## config.mk

```make
export PLATFORM = sky130hd
export DESIGN_NAME = ifetch_ctrl_flat
export DESIGN_NICKNAME = d
export VERILOG_FILES = /design/src/rtl/ifetch_ctrl_if.sv /design/src/rtl/ifetch_ctrl.sv /design/src/flat_wrapper.sv
export SDC_FILE = /design/constraint.sdc
export NUM_CORES = 1
export LEC_CHECK = 0
export BUFFER_PORTS_ARGS = -buffer_cell sky130_fd_sc_hd__buf_2
export CAP_MARGIN = 0
export CORE_AREA = 3 3 134 136
export DETAILED_ROUTE_END_ITERATION = 10
export DIE_AREA = 0 0 137 139
export PLACE_DENSITY = 0.83
export SLEW_MARGIN = 10
export SYNTH_ARGS = -nofsm -noshare
export SYNTH_HDL_FRONTEND = slang
export SYNTH_SLANG_ARGS = --single-unit
```

## constraint.sdc

```tcl
create_clock -name clk -period 3.05 [get_ports clk]
set_input_delay 0 -clock clk [delete_from_list [all_inputs] [get_ports clk]]
set_output_delay 0 -clock clk [all_outputs]
set_load 0.005 [all_outputs]
```

## src/rtl/ifetch_ctrl_if.sv

```systemverilog
// ifetch_ctrl_if: fetch bundle (PC in, stall out, imem req/gnt/rvalid, decode valid/ready); master = fetch controller, slave = PC reg/imem/decode side
interface ifetch_ctrl_if;
  logic [31:0] pc_i;
  logic        flush_i;
  logic        pc_stall_o;
  logic        imem_req_o;
  logic [31:0] imem_addr_o;
  logic        imem_gnt_i;
  logic        imem_rvalid_i;
  logic [31:0] imem_rdata_i;
  logic        id_valid_o;
  logic        id_ready_i;
  logic [31:0] id_inst_o;
  logic [31:0] id_pc_o;
  modport master (
    input  pc_i, flush_i, imem_gnt_i, imem_rvalid_i, imem_rdata_i, id_ready_i,
    output pc_stall_o, imem_req_o, imem_addr_o, id_valid_o, id_inst_o, id_pc_o
  );
  modport slave (
    output pc_i, flush_i, imem_gnt_i, imem_rvalid_i, imem_rdata_i, id_ready_i,
    input  pc_stall_o, imem_req_o, imem_addr_o, id_valid_o, id_inst_o, id_pc_o
  );
endinterface

```

## src/rtl/ifetch_ctrl.sv

```systemverilog
// ifetch_ctrl: one-outstanding imem fetcher feeding a DEPTH-entry {pc,inst} queue to decode; ports clk, rst (sync high), bus (ifetch_ctrl_if.master)
module ifetch_ctrl #(
  parameter int DEPTH = 2
) (
  input logic          clk,
  input logic          rst,
  ifetch_ctrl_if.master bus
);
  localparam int AW = $clog2(DEPTH);
  localparam int CW = AW + 1;
  localparam logic [31:0] NOP = 32'h0000_0013;
  logic [31:0] pc_mem [DEPTH];
  logic [31:0] inst_mem [DEPTH];
  logic [AW-1:0] rd_q, wr_q, rd_d;
  logic [CW-1:0] count_q, count_d, occ;
  logic outst_q, discard_q, valid_q;
  logic [31:0] req_pc_q, inst_q, hpc_q, head_pc, head_inst;
  logic pop, push, rsp, gnt, issue, head_new;
  assign pop = valid_q & bus.id_ready_i;
  assign occ = count_q + CW'(outst_q);
  // a returning response frees the outstanding slot in the same cycle
  assign issue = ~rst & ~bus.flush_i & (~outst_q | bus.imem_rvalid_i) &
                 (occ < CW'(DEPTH) | (occ == CW'(DEPTH) & pop));
  assign bus.imem_req_o = issue;
  assign bus.imem_addr_o = bus.pc_i & ~32'h3;
  assign gnt = issue & bus.imem_gnt_i;
  assign bus.pc_stall_o = ~gnt;
  assign rsp = bus.imem_rvalid_i & outst_q;
  assign push = rsp & ~discard_q & ~bus.flush_i;
  assign count_d = bus.flush_i ? '0 : count_q + CW'(push) - CW'(pop);
  assign rd_d = rd_q + AW'(pop);
  // next head is the word being written when it lands exactly at the new read slot
  assign head_new = push & (rd_d == wr_q);
  assign head_pc = head_new ? req_pc_q : pc_mem[rd_d];
  assign head_inst = head_new ? bus.imem_rdata_i : inst_mem[rd_d];
  assign bus.id_valid_o = valid_q;
  assign bus.id_inst_o = inst_q;
  assign bus.id_pc_o = hpc_q;
  always_ff @(posedge clk) begin
    if (push) begin
      pc_mem[wr_q] <= req_pc_q;
      inst_mem[wr_q] <= bus.imem_rdata_i;
    end
  end
  always_ff @(posedge clk) begin
    if (rst) begin
      count_q <= '0;
      outst_q <= 1'b0;
      discard_q <= 1'b0;
      req_pc_q <= '0;
      rd_q <= '0;
      wr_q <= '0;
      valid_q <= 1'b0;
      inst_q <= NOP;
      hpc_q <= '0;
    end else begin
      count_q <= count_d;
      outst_q <= gnt | (outst_q & ~rsp);
      discard_q <= (bus.flush_i & outst_q & ~bus.imem_rvalid_i) | (discard_q & ~rsp);
      if (gnt) req_pc_q <= bus.imem_addr_o;
      rd_q <= bus.flush_i ? '0 : rd_d;
      wr_q <= bus.flush_i ? '0 : wr_q + AW'(push);
      valid_q <= count_d != '0;
      inst_q <= count_d != '0 ? head_inst : NOP;
      hpc_q <= count_d != '0 ? head_pc : '0;
    end
  end
endmodule

```

## src/flat_wrapper.sv

```systemverilog
// flat-port wrapper written by rule: the top's interface ports become plain ports
module ifetch_ctrl_flat 
#(
  parameter int DEPTH = 2
)
  (clk, rst, bus_pc_i, bus_flush_i, bus_imem_gnt_i, bus_imem_rvalid_i, bus_imem_rdata_i, bus_id_ready_i, bus_pc_stall_o, bus_imem_req_o, bus_imem_addr_o, bus_id_valid_o, bus_id_inst_o, bus_id_pc_o);
  ifetch_ctrl_if bus_i ();
  input logic clk;
  input logic rst;
  input wire logic [$bits(bus_i.pc_i)-1:0] bus_pc_i;
  input wire logic [$bits(bus_i.flush_i)-1:0] bus_flush_i;
  input wire logic [$bits(bus_i.imem_gnt_i)-1:0] bus_imem_gnt_i;
  input wire logic [$bits(bus_i.imem_rvalid_i)-1:0] bus_imem_rvalid_i;
  input wire logic [$bits(bus_i.imem_rdata_i)-1:0] bus_imem_rdata_i;
  input wire logic [$bits(bus_i.id_ready_i)-1:0] bus_id_ready_i;
  output wire logic [$bits(bus_i.pc_stall_o)-1:0] bus_pc_stall_o;
  output wire logic [$bits(bus_i.imem_req_o)-1:0] bus_imem_req_o;
  output wire logic [$bits(bus_i.imem_addr_o)-1:0] bus_imem_addr_o;
  output wire logic [$bits(bus_i.id_valid_o)-1:0] bus_id_valid_o;
  output wire logic [$bits(bus_i.id_inst_o)-1:0] bus_id_inst_o;
  output wire logic [$bits(bus_i.id_pc_o)-1:0] bus_id_pc_o;
  assign bus_i.pc_i = bus_pc_i;
  assign bus_i.flush_i = bus_flush_i;
  assign bus_i.imem_gnt_i = bus_imem_gnt_i;
  assign bus_i.imem_rvalid_i = bus_imem_rvalid_i;
  assign bus_i.imem_rdata_i = bus_imem_rdata_i;
  assign bus_i.id_ready_i = bus_id_ready_i;
  assign bus_pc_stall_o = bus_i.pc_stall_o;
  assign bus_imem_req_o = bus_i.imem_req_o;
  assign bus_imem_addr_o = bus_i.imem_addr_o;
  assign bus_id_valid_o = bus_i.id_valid_o;
  assign bus_id_inst_o = bus_i.id_inst_o;
  assign bus_id_pc_o = bus_i.id_pc_o;
  ifetch_ctrl #(.DEPTH(DEPTH)) u_core (.clk(clk), .rst(rst), .bus(bus_i));
endmodule
```

==> results.yml <==
floorplanning:
  initial_core_util_pct: 48.50
  rows: 48
  core_mm2: 0.01706
  dieArea_mm2: 0.01904
  fp.dieW_um: 137
  pin_count: 169
  die_h_um: 139
placed_design:
  finalWeightedCongestion: 0.7586
  post-place-ws_ns: 0.6628
  io_buffers: 162
  place_area_mm2: 0.009064
  dp_hpwl_um: 10880
drt:
  wire_per_inst_um: 17.60
  dr.first_iter.drc_count: 383
  via_per_inst: 5.364
  dr.pass1.iters: 5
  drc: 0
  ant_nets: 0
  vias: 5938
  routed_wl_um: 19480
pwr:
  clkPwrFrac_pct: 42.7
  p_int_w: 0.004848
  p_sw_w: 0.001185
  swShare_pct: 19.64
  leakagePower_nw: 3.993
  comb_power_share_pct: 4.2
  ir_drop_mv: 0.3806
  finalPower_w: 0.006033
  powerDensity_mw_per_mm2: 578.6
  power_frac_seq_pct: 53.1
logic_synthesis:
  postSynth.asyncResetShare_pct: 0
  synthCells: 680
  ys_warn_count: 0
  synthFlopType: "edfxtp_1"
  ys_seq_area_share_pct: 68.98
  synth_edf_count: 124
  ys_types: 34
  netlist_area_mm2: 0.008272
  avgSynthCellArea_um2: 12.16
  synth-seq-cells: 223
cts:
  cts_tree: "built"
  clk_path_buf_depth: 3
  cts_buffers: 23
  cts.clk_slew.worst_paths_ns: 0.06
  clockRootBuffer: "clkbuf_16"
  clock_latency_ns: 0.49
  cts_setup_buffers: 0
  htree_levels: 1
  cts.sinks: 223
layout:
  nNetsFinal: 941
  fillCellCount: 1347
  area_growth_syn_to_layout_pct: 26.05
  multi_input_area_mm2: 0.002106
  final_cell_area_mm2: 0.01043
  diodes: 0
  drive_gt1_share_pct: 25.17
  regArea_mm2: 0.005705
sta:
  period_share_pct: 78.87
  timing.hold.ws_ns: 0.07851
  hold_viol: 0
  period_minus_slack_ns: 2.406
  finalSetupTns_ns: 0
  final_max_slew_viol_count: 0
  worst_slack_ns: 0.6444
  finalSetupViolCount: 0
  skew_ns: 0.007944
  slew_headroom_pct: 37.64
  fmax_mhz: 415.7
  rsz0062_at_grt: "no"
  tightestPinTransition_ns: 0.9355
global_route:
  grt_pass1_vias: 5897
  antenna_found_initial: 0
  grt_first_pass_wirelength_um: 30390
  gr-total-overflow: 0
  grt_max_degree: 63
  grt_use_total_pct: 19.93
worst_setup_path:
  endpoint_kind: "register"
  critPathKind: "reg2reg"
  critPathRequiredTime_ns: 3.43
  crit_arrival_ns: 2.79
  critPathMaxFanout: 41
  start_kind: "register"
min_path:
  min_path_type: "in2reg"
status:
  outcome: "complete, no violations"
job:
  drv_cap: 0
[flip-flops by register name (all words and copies together), names as in the netlist]
| register | count |
|---|---|
| u_core.inst_mem | 64 |
| u_core.bus.id_pc_o | 30 |
| u_core.bus.id_valid_o | 1 |
| u_core.discard_q | 1 |
| u_core.bus.id_inst_o | 32 |
| u_core.rd_q | 1 |
| u_core.req_pc_q | 30 |
| u_core.count_q | 2 |
| u_core.wr_q | 1 |
| u_core.pc_mem | 60 |
| u_core.outst_q | 1 |
[worst paths after layout]
kind | depth (start not counted) | from | end | slack, ns
setup / recovery | 5 | u_core.rd_q$_SDFF_PP0_ | u_core.bus.id_inst_o[15]$_SDFF_PP0_ | 0.64
setup reg to reg | 5 | u_core.rd_q$_SDFF_PP0_ | u_core.bus.id_inst_o[15]$_SDFF_PP0_ | 0.64
hold reg to reg | 0 | u_core.req_pc_q[3]$_SDFFE_PP0P_ | u_core.pc_mem[1][1]$_DFFE_PP_ | 0.48
hold / removal | 4 | bus_id_ready_i | u_core.count_q[1]$_SDFF_PP0_ | 0.08
[what timing repair did]
item	in CTS	in global routing
resized for setup	0	0
endpoints found under the hold margin	132	0
hold buffers	67	0
[layer usage]
metal  GRT usage, %  share of wire (%)  up-vias
li1               -                  -     2796
met1          24.61                 41     2858
met2          35.48                 50      243
met3          3.483                6.7       41
met4          5.882                1.9        0
met5              0                  0        -
[power groups by stage]
| stage | clock network [W] | logic (W) | registers [W] |
|---|---|---|---|
| 2_1_floorplan | 0 | 0.000103 | 0.00326 |
| 3_3_place_gp | 0 | 0.000175 | 0.00327 |
| 3_5_place_dp | 0 | 0.000181 | 0.00327 |
| 4_1_cts | 0.00265 | 0.000248 | 0.00320 |
| 5_1_grt | 0.00278 | 0.000274 | 0.00321 |
| 6_report | 0.00258 | 0.000251 | 0.00320 |
[metrics by stage]
stage / utilization (%) / std cells
floorplan: - / 683
global placement: 53.14 / 1000
detailed placement: 53.14 / 1000
CTS: 61.13 / 1107
global route: 61.13 / 1107
finish: 61.13 / 1107
[area by class of cell]
cell class	instances	area share [%]
multi-input combinational	374	20.20
clock buffer	37	6.216
clock inverter	3	0.4200
sequential	223	54.72
inverter	4	0.1920
timing repair buffer	241	15.55
tap	225	2.700
[cell usage in the layout, fill, tap and decap left out, drive strengths merged, types with 3 or more instances in the layout]
master / n
inv: 4
nor3: 64
dfxtp: 99
ha: 4
nand2: 181
conb: 4
buf: 174
a221oi: 3
a21oi: 32
clkbuf: 37
o21ai: 4
and2: 4
dlygate4sd3: 67
a311oi: 59
edfxtp: 124
[worst max-delay path, stage by stage, from the launching register on]
cell and delay [ns]:
dfxtp_1 0.43, nand3b_1 0.22, and2_2 0.79, buf_4 0.40
nand2_1 0.11, a311oi_1 0.34
[synth_stat cells (all sizes together), types with 3 or more instances]
| cell | instances | share of area, % |
|---|---|---|
| dfxtp | 99 | 24 |
| a21oi | 32 | 1.9 |
| o21ai | 4 | 0.24 |
| and2 | 4 | 0.30 |
| inv | 3 | 0.14 |
| a311oi | 59 | 7.0 |
| clkbuf | 16 | 0.73 |
| nand2 | 181 | 8.3 |
| edfxtp | 124 | 45 |
| buf | 66 | 5.2 |
| a221oi | 3 | 0.32 |
| ha | 4 | 0.61 |
| nor3 | 64 | 3.9 |
[logic make-up after synthesis]
| logic type | count (synthesis) | share of synthesized area [%] |
|---|---|---|
| simple gates | 257 | 13.13 |
| buf+inv | 86 | 6.217 |
| compound gates | 103 | 10.06 |
| other cells | 1 | 0.04534 |
| fa+ha+maj | 4 | 0.6051 |
| flops | 223 | 68.98 |
| xor+xnor | 6 | 0.9681 |
(Power assumes the default switching activity.)
